`config.mk`:
```
export PLATFORM = sky130hd
export DESIGN_NAME = logistic_map_iter
export DESIGN_NICKNAME = d
export VERILOG_FILES = /design/src/rtl/logistic_map_iter.sv
export SDC_FILE = /design/constraint.sdc
export NUM_CORES = 1
export LEC_CHECK = 0
export CAP_MARGIN = 0
export CORE_MARGIN = 2
export CORE_UTILIZATION = 52
export DETAILED_ROUTE_END_ITERATION = 10
export GPL_ROUTABILITY_DRIVEN = 0
export PLACE_DENSITY_LB_ADDON = 0.25
export SLEW_MARGIN = 20
export SYNTH_ARGS = -nofsm -noshare
export SYNTH_HDL_FRONTEND = slang
export SYNTH_SLANG_ARGS = --single-unit
```
`constraint.sdc`:
```
create_clock -name CLK -period 5.03 [get_ports CLK]
set_input_delay 0.7545 -clock CLK [delete_from_list [all_inputs] [get_ports CLK]]
set_output_delay 0.7545 -clock CLK [all_outputs]
set_load 0.1 [all_outputs]
```
`src/rtl/logistic_map_iter.sv`:
```
// rtl/logistic_map_iter.sv - logistic map x' = r*x*(1-x) iteration controller, Q2.16
module logistic_map_iter #(
    parameter int W     = 18,
    parameter int FRAC  = 16,
    parameter int CNT_W = 16
) (
    input  logic             CLK,
    input  logic             RST,
    input  logic             start,
    input  logic [W-1:0]     r_in,
    input  logic [W-1:0]     x0_in,
    input  logic [CNT_W-1:0] n_iter,
    output logic             busy,
    output logic             done,
    output logic [W-1:0]     x_out,
    output logic             x_valid,
    input  logic             x_ready,
    output logic             mul_start,
    output logic [W-1:0]     mul_dataa,
    output logic [W-1:0]     mul_datab,
    input  logic [2*W-1:0]   mul_result,
    input  logic             mul_done
);

    localparam logic [W-1:0]     ONE     = {{(W-1){1'b0}}, 1'b1} << FRAC;
    localparam logic [CNT_W-1:0] CNT_ONE = {{(CNT_W-1){1'b0}}, 1'b1};

    typedef enum logic [2:0] {
        S_IDLE, S_MUL1, S_WAIT1, S_MUL2, S_WAIT2, S_EMIT, S_FIN
    } state_t;

    state_t           state;
    state_t           state_next;
    logic [W-1:0]     r_q;
    logic [W-1:0]     x_q;
    logic [CNT_W-1:0] cnt;
    logic [W-1:0]     prod_q;
    logic [W-1:0]     x_clamp;
    logic             unused_prod_bits;

    // Product back to Q2.16 by truncation; the top bits are zero by the map's range
    assign prod_q           = mul_result[FRAC+W-1:FRAC];
    assign unused_prod_bits = ^{mul_result[2*W-1:FRAC+W], mul_result[FRAC-1:0]};
    // Starting values above 1.0 are clamped so that 1-x can never go negative
    assign x_clamp          = (x0_in > ONE) ? ONE : x0_in;
    assign x_out            = x_q;

    // State register
    always_ff @(posedge CLK) begin
        if (RST) begin
            state <= S_IDLE;
        end else begin
            state <= state_next;
        end
    end

    // Next-state logic
    always_comb begin
        state_next = state;
        case (state)
            S_IDLE:  if (start) state_next = (n_iter == '0) ? S_FIN : S_MUL1;
            S_MUL1:  state_next = S_WAIT1;
            S_WAIT1: if (mul_done) state_next = S_MUL2;
            S_MUL2:  state_next = S_WAIT2;
            S_WAIT2: if (mul_done) state_next = S_EMIT;
            S_EMIT:  if (x_ready) state_next = (cnt == '0) ? S_FIN : S_MUL1;
            S_FIN:   state_next = S_IDLE;
            default: state_next = S_IDLE;
        endcase
    end

    // Datapath: operands are loaded on entry to a MUL state and held otherwise
    always_ff @(posedge CLK) begin
        if (RST) begin
            r_q       <= '0;
            x_q       <= '0;
            cnt       <= '0;
            mul_dataa <= '0;
            mul_datab <= '0;
        end else begin
            case (state)
                S_IDLE: begin
                    if (start) begin
                        r_q <= r_in;
                        cnt <= n_iter;
                        x_q <= x_clamp;
                        if (n_iter != '0) begin
                            mul_dataa <= x_clamp;
                            mul_datab <= ONE - x_clamp;
                        end
                    end
                end
                S_WAIT1: begin
                    if (mul_done) begin
                        mul_dataa <= r_q;
                        mul_datab <= prod_q;
                    end
                end
                S_WAIT2: begin
                    if (mul_done) begin
                        x_q <= prod_q;
                        cnt <= cnt - CNT_ONE;
                    end
                end
                S_EMIT: begin
                    if (x_ready && cnt != '0) begin
                        mul_dataa <= x_q;
                        mul_datab <= ONE - x_q;
                    end
                end
                default: begin
                end
            endcase
        end
    end

    // Status and handshake outputs decoded from state
    always_comb begin
        busy      = 1'b0;
        done      = 1'b0;
        x_valid   = 1'b0;
        mul_start = 1'b0;
        case (state)
            S_IDLE:  busy = 1'b0;
            S_MUL1:  begin busy = 1'b1; mul_start = 1'b1; end
            S_MUL2:  begin busy = 1'b1; mul_start = 1'b1; end
            S_EMIT:  begin busy = 1'b1; x_valid = 1'b1; end
            S_FIN:   begin busy = 1'b1; done = 1'b1; end
            default: busy = 1'b1;
        endcase
    end

endmodule

```
### Word level (Yosys, flattened, before mapping)

Index checks and enable logic that the tools add are counted.

| word-level totals | value |
|---|---|
| bits of input ports | 93 |
| output and inout bits | 58 |
| register bits after elaboration | 91 |
| logic and storage cells | 62 |

| cells by class | value |
|---|---|
| multiplexer cells | 27 |
| reduce and logical (&&, ||, !) cells | 13 |
| add/subtract/negate cells | 3 |
| magnitude comparators | 1 |
| eq/ne operators | 12 |

Operator list:

| kind | count |
|---|---|
| $mux W18 | 10 |
| $pmux W18 S3 | 2 |
| $pmux W18 S2 | 1 |
| $sub A17 B18 Y18 const A | 2 |
| $logic_not A16 Y1 | 2 |
| $mux W16 | 2 |
| $pmux W16 S2 | 1 |
| $reduce_bool A16 Y1 | 2 |
| $gt A18 B17 Y1 const B | 1 |
| $mux W3 | 6 |
| $pmux W3 S6 | 1 |
| $sub A16 B1 Y16 const B | 1 |
| $ne A2 B2 Y1 const B | 6 |
| $eq A3 B3 Y1 const B | 3 |
| $eq A3 B2 Y1 const B | 2 |
| $reduce_and A5 Y1 | 1 |
| $mux W1 | 4 |
| $reduce_and A4 Y1 | 1 |
| $eq A3 B1 Y1 const B | 1 |
| $logic_not A3 Y1 | 1 |
| $reduce_and A3 Y1 | 1 |
| $reduce_bool A3 Y1 | 1 |
| $reduce_and A2 Y1 | 1 |
| $reduce_bool A2 Y1 | 1 |
| other kinds (2) | 2 |

### Logic depth before layout (Yosys ltp)

| depth | value |
|---|---|
| depth in word-level cells | 6 |
| gate-level depth with buffers | 13 |
| depth with buffers taken out | 10 |

### Least setup slack after synthesis

Ideal clock, no wire load.

| timing | value |
|---|---|
| path type | register to register |
| start point | register state[1] |
| end point | register mul_datab[10] |
| path slack | 1447 ps |
| stages on the path, launching flop included | 14 |
| required time | 4898 ps |
| arrival | 3451 ps |
| period minus slack after synthesis | 3583 ps |
| cell sequence | dfxtp_1 nand3b_1 inv_1 buf_2 clkbuf_1 buf_1 a22oi_1 ha_1 clkbuf_1 o21ai_0 a211o_1 nor3_1 o311ai_0 a21oi_1 |

| on the way | value |
|---|---|
| cells in the longest elaborated chain, start to end | 3 |
| elaborated cells on any way between the ends | 10 |
| classes of those cells | 6 x eq/ne; 1 x mux; 3 x reduce/logical |

Ends and longest elaborated chain:

| what | line | text |
|---|---|---|
| from (decl) | 32 | `state_t state;` |
| from (signal assigned) | 53 | `state <= state_next;` |
| $eq A3 B3 Y1 (tied with other cells) | 81 | `case (state)` |
| $ne A2 B2 Y1 (no line) or $reduce_bool A3 Y1 (tied branches) | n/a |  |
| $reduce_and A5 Y1 (no line) | n/a |  |
| to (signal assigned) | 89 | `mul_datab <= ONE - x_clamp;` |
| to (signal assigned) | 96 | `mul_datab <= prod_q;` |
| to (signal assigned) | 108 | `mul_datab <= ONE - x_q;` |
| to (decl) | 20 | `output logic [W-1:0] mul_datab,` |

Parallel ways exist; a longest one is shown, timed or not.
A chain may end at the register's enable or synchronous reset.

### Worst setup path in the final report

| timing | value |
|---|---|
| start point | register state[0] |
| end point | register mul_datab[10] |

The elaborated chain is that of the path after synthesis.

==> impl_metrics.tcl <==
set metrics [dict create \
    outcome "finished clean" \
    wire_per_inst_um 18.15 \
    ys_ff_latch 91 \
    tightest_slew_ps 1078 \
    synthCells 706 \
    start_util_pct 53.24 \
    syn_area_um2 5156 \
    power.switching_mw 2.584 \
    cts-resized-gates 0 \
    crit_path_start_kind "register" \
    final_common_cell "clkdlybuf4s50_1" \
    netSwitchingFraction_pct 57.01 \
    drtIter0Drc 584 \
    multi_input_area_um2 3044 \
    synth_edf_count 0 \
    yosysSeqAreaShare_pct 35.33 \
    p_total_mw 4.531 \
    nets 898 \
    grt_max_degree 52 \
    critical_path_class "register to register" \
    ir_worst_vdd_v 0.0003378 \
    slew_violations 0 \
    finalSetupTns_ps 0 \
    cts_hold_buffers 0 \
    layout_common_cells "130 x clkdlybuf4s50_1, 113 x nand2_1, 91 x dfxtp_1, 87 x nor2_1, 79 x a21oi_1" \
    drc 0 \
    power.leakage_nw 2.349 \
    dpl-instance-area_um2 6501 \
    cpMaxStageDelayCell "inv_1" \
    yosys.area.top_type "dfxtp_1" \
    wl_um 17060 \
    rsz0062_at_grt "no" \
    synth_fp_nets 801 \
    max_stage_delay_ps 640 \
    whs_ps 456.5 \
    vias 5958 \
    synthArstFlopShare_pct 0 \
    die_area_um2 10730 \
    max_slew_margin_pct 27.87 \
    vias_per_cell 6.338 \
    layout_min_cycle_time_ps 3780 \
    stdcell_area_um2 6688 \
    yosys.area.top_type_share_pct 35.33 \
    pwr-share-seq_pct 26.0 \
    htree_levels 3 \
    hold_path.class "register to register" \
    post_route_cells_drive_above_1_share_pct 5.204 \
    period_share_pct 75.15 \
    worstSetupEndpointType "register" \
    ant_nets 0 \
    dp_hpwl_um 11720 \
    finalClockSkew_ps 11.95 \
    cts_tree "built" \
    synth.distinct_cells 65 \
    power.density_nw_per_um2 677.6 \
    crit_path_cell_trace "nand3b_1 -> inv_1 -> nor2_1 -> a22oi_1 -> ha_1 -> o21ai_0 -> a211o_1 -> o21a_1 -> o311ai_0 -> a21oi_1" \
    cts_buffer_depth 2 \
    p_comb_share_pct 63.2 \
    synthTopCellsByArea "dfxtp_1 35%, nand2_1 8.3%, a21oi_1 7.7%" \
    dieWidth_um 103.6 \
    cts_root_buf "clkbuf_8" \
    syn_to_final_growth_pct 29.70 \
    clkPwrFrac_pct 10.8 \
    seq_area_um2 1822 \
    synth_flop_cell "dfxtp_1" \
    track_usage_pct 31.19 \
    dr.pass1.iters 6 \
    fillers 797 \
    cp_max_fo 25 \
    yosys_warnings 0 \
    max_freq_ghz 0.2646 \
    syn-mean-instance-area_um2 7.303 \
    crit_required_ps 5260 \
    drv_cap 0 \
    antenna_found_initial 0 \
    internal-power_mw 1.948 \
    io_buffers 132 \
    finalHoldViolCount 0 \
    cp.arrival_ps 4010 \
    grt_pass1_vias 5583 \
    clk_pin_slew_worst_paths_ps 90 \
    grt_pass1_wl_um 27600 \
    fp.dieH_um 103.6 \
    setup_violations 0 \
    rows 36 \
    clock-sinks 91 \
    post_cts_buffers 0 \
    grt.overflow.total 0 \
    fp.coreArea_um2 9684 \
    cts_buffers 9 \
    pin_count 151 \
    clock_latency_ps 370 \
    diodes 0 \
]
[sequential cells by signal (all words and copies together), names as in the netlist]
signal and count:
cnt 16, r_q 18, mul_datab 18, state 3, x_out 18, mul_dataa 18
[cell usage after synthesis (4+ instances only)]
cell type  count
a22oi_1        7
o21ai_0       31
o21a_1         4
a222oi_1       6
o22ai_1        7
clkbuf_1      45
a21oi_1       79
o31ai_1        4
a211oi_1      20
buf_1          5
nand3b_1       5
nand2_1      114
a31oi_1       10
or4_1          4
xor2_1         4
or3_1          6
nor3_1        27
nor2_1        87
dfxtp_1       91
xnor2_1        6
nand3_1       11
o211ai_1      12
o22a_1         4
buf_2          4
inv_1         22
a221oi_1      19
nor4_1        10
[metrics by stage]
step	instances	util (%)	setup slack, ps
global route	940	69.06	906.1
global placement	925	67.13	1386
floorplan	706	-	1447
CTS	940	69.03	1353
detailed placement	925	67.13	1304
finish	940	69.06	1250
[power groups by stage]
stage | Sequential [mW] | Combinational [mW] | Clock [mW]
after floorplan | 2.07 | 1.24 | 0
after global placement | 1.17 | 2.77 | 0
after detailed placement | 1.18 | 2.83 | 0
after CTS | 1.17 | 2.83 | 0.486
after global routing | 1.21 | 3.03 | 0.511
final | 1.18 | 2.86 | 0.491
[path summary, 6_finish.rpt]
path,startpoint,to,slack [ps],cells after the start
worst min register to register,mul_datab[10]$_SDFFE_PP0P_,mul_datab[10]$_SDFFE_PP0P_,460,2
worst max register to register,state[0]$_SDFFE_PP0P_,mul_datab[10]$_SDFFE_PP0P_,1250,10
worst min-delay path,mul_datab[10]$_SDFFE_PP0P_,mul_datab[10]$_SDFFE_PP0P_,460,2
worst max-delay path,state[0]$_SDFFE_PP0P_,mul_datab[10]$_SDFFE_PP0P_,1250,10
[routing by layer]
metal | part of all wire, % | track usage (%) | up-vias
met4 | 2.9 | 12.16 | 0
met1 | 41 | 42.49 | 2767
met3 | 12 | 5.916 | 44
met5 | 0 | 0 | -
li1 | - | - | 2758
met2 | 45 | 49.05 | 389
[critical path, delay by kind of cell (launching register included)]
family / cells / cell delay (ps)
AO/OA/AOI/OAI: 6 / 1730
adder cells (fa/ha/maj): 1 / 350
buffers and inverters: 1 / 640
flip-flops: 1 / 610
AND/OR/NAND/NOR: 2 / 320
[cell type report]
| cell class | count | share of cell area [%] |
|---|---|---|
| multi-input cells | 537 | 45.52 |
| flip-flops and latches | 91 | 27.24 |
| repair buffers | 142 | 20.77 |
| well taps | 133 | 2.488 |
| clock buffers | 11 | 1.964 |
| inverters | 22 | 1.235 |
| clock inverters | 4 | 0.7858 |
[logic make-up after synthesis]
| logic type | count (synthesis) | synth area share [%] |
|---|---|---|
| adder cells (fa/ha/maj) | 2 | 0.4852 |
| XOR/XNOR | 10 | 1.699 |
| multiplexers | 6 | 1.238 |
| buffers and inverters | 78 | 5.994 |
| AO/OA/AOI/OAI | 234 | 30.41 |
| flip-flops | 91 | 35.33 |
| AND/OR/NAND/NOR | 285 | 24.85 |
No activity file was read; power rests on OpenSTA's default activity.
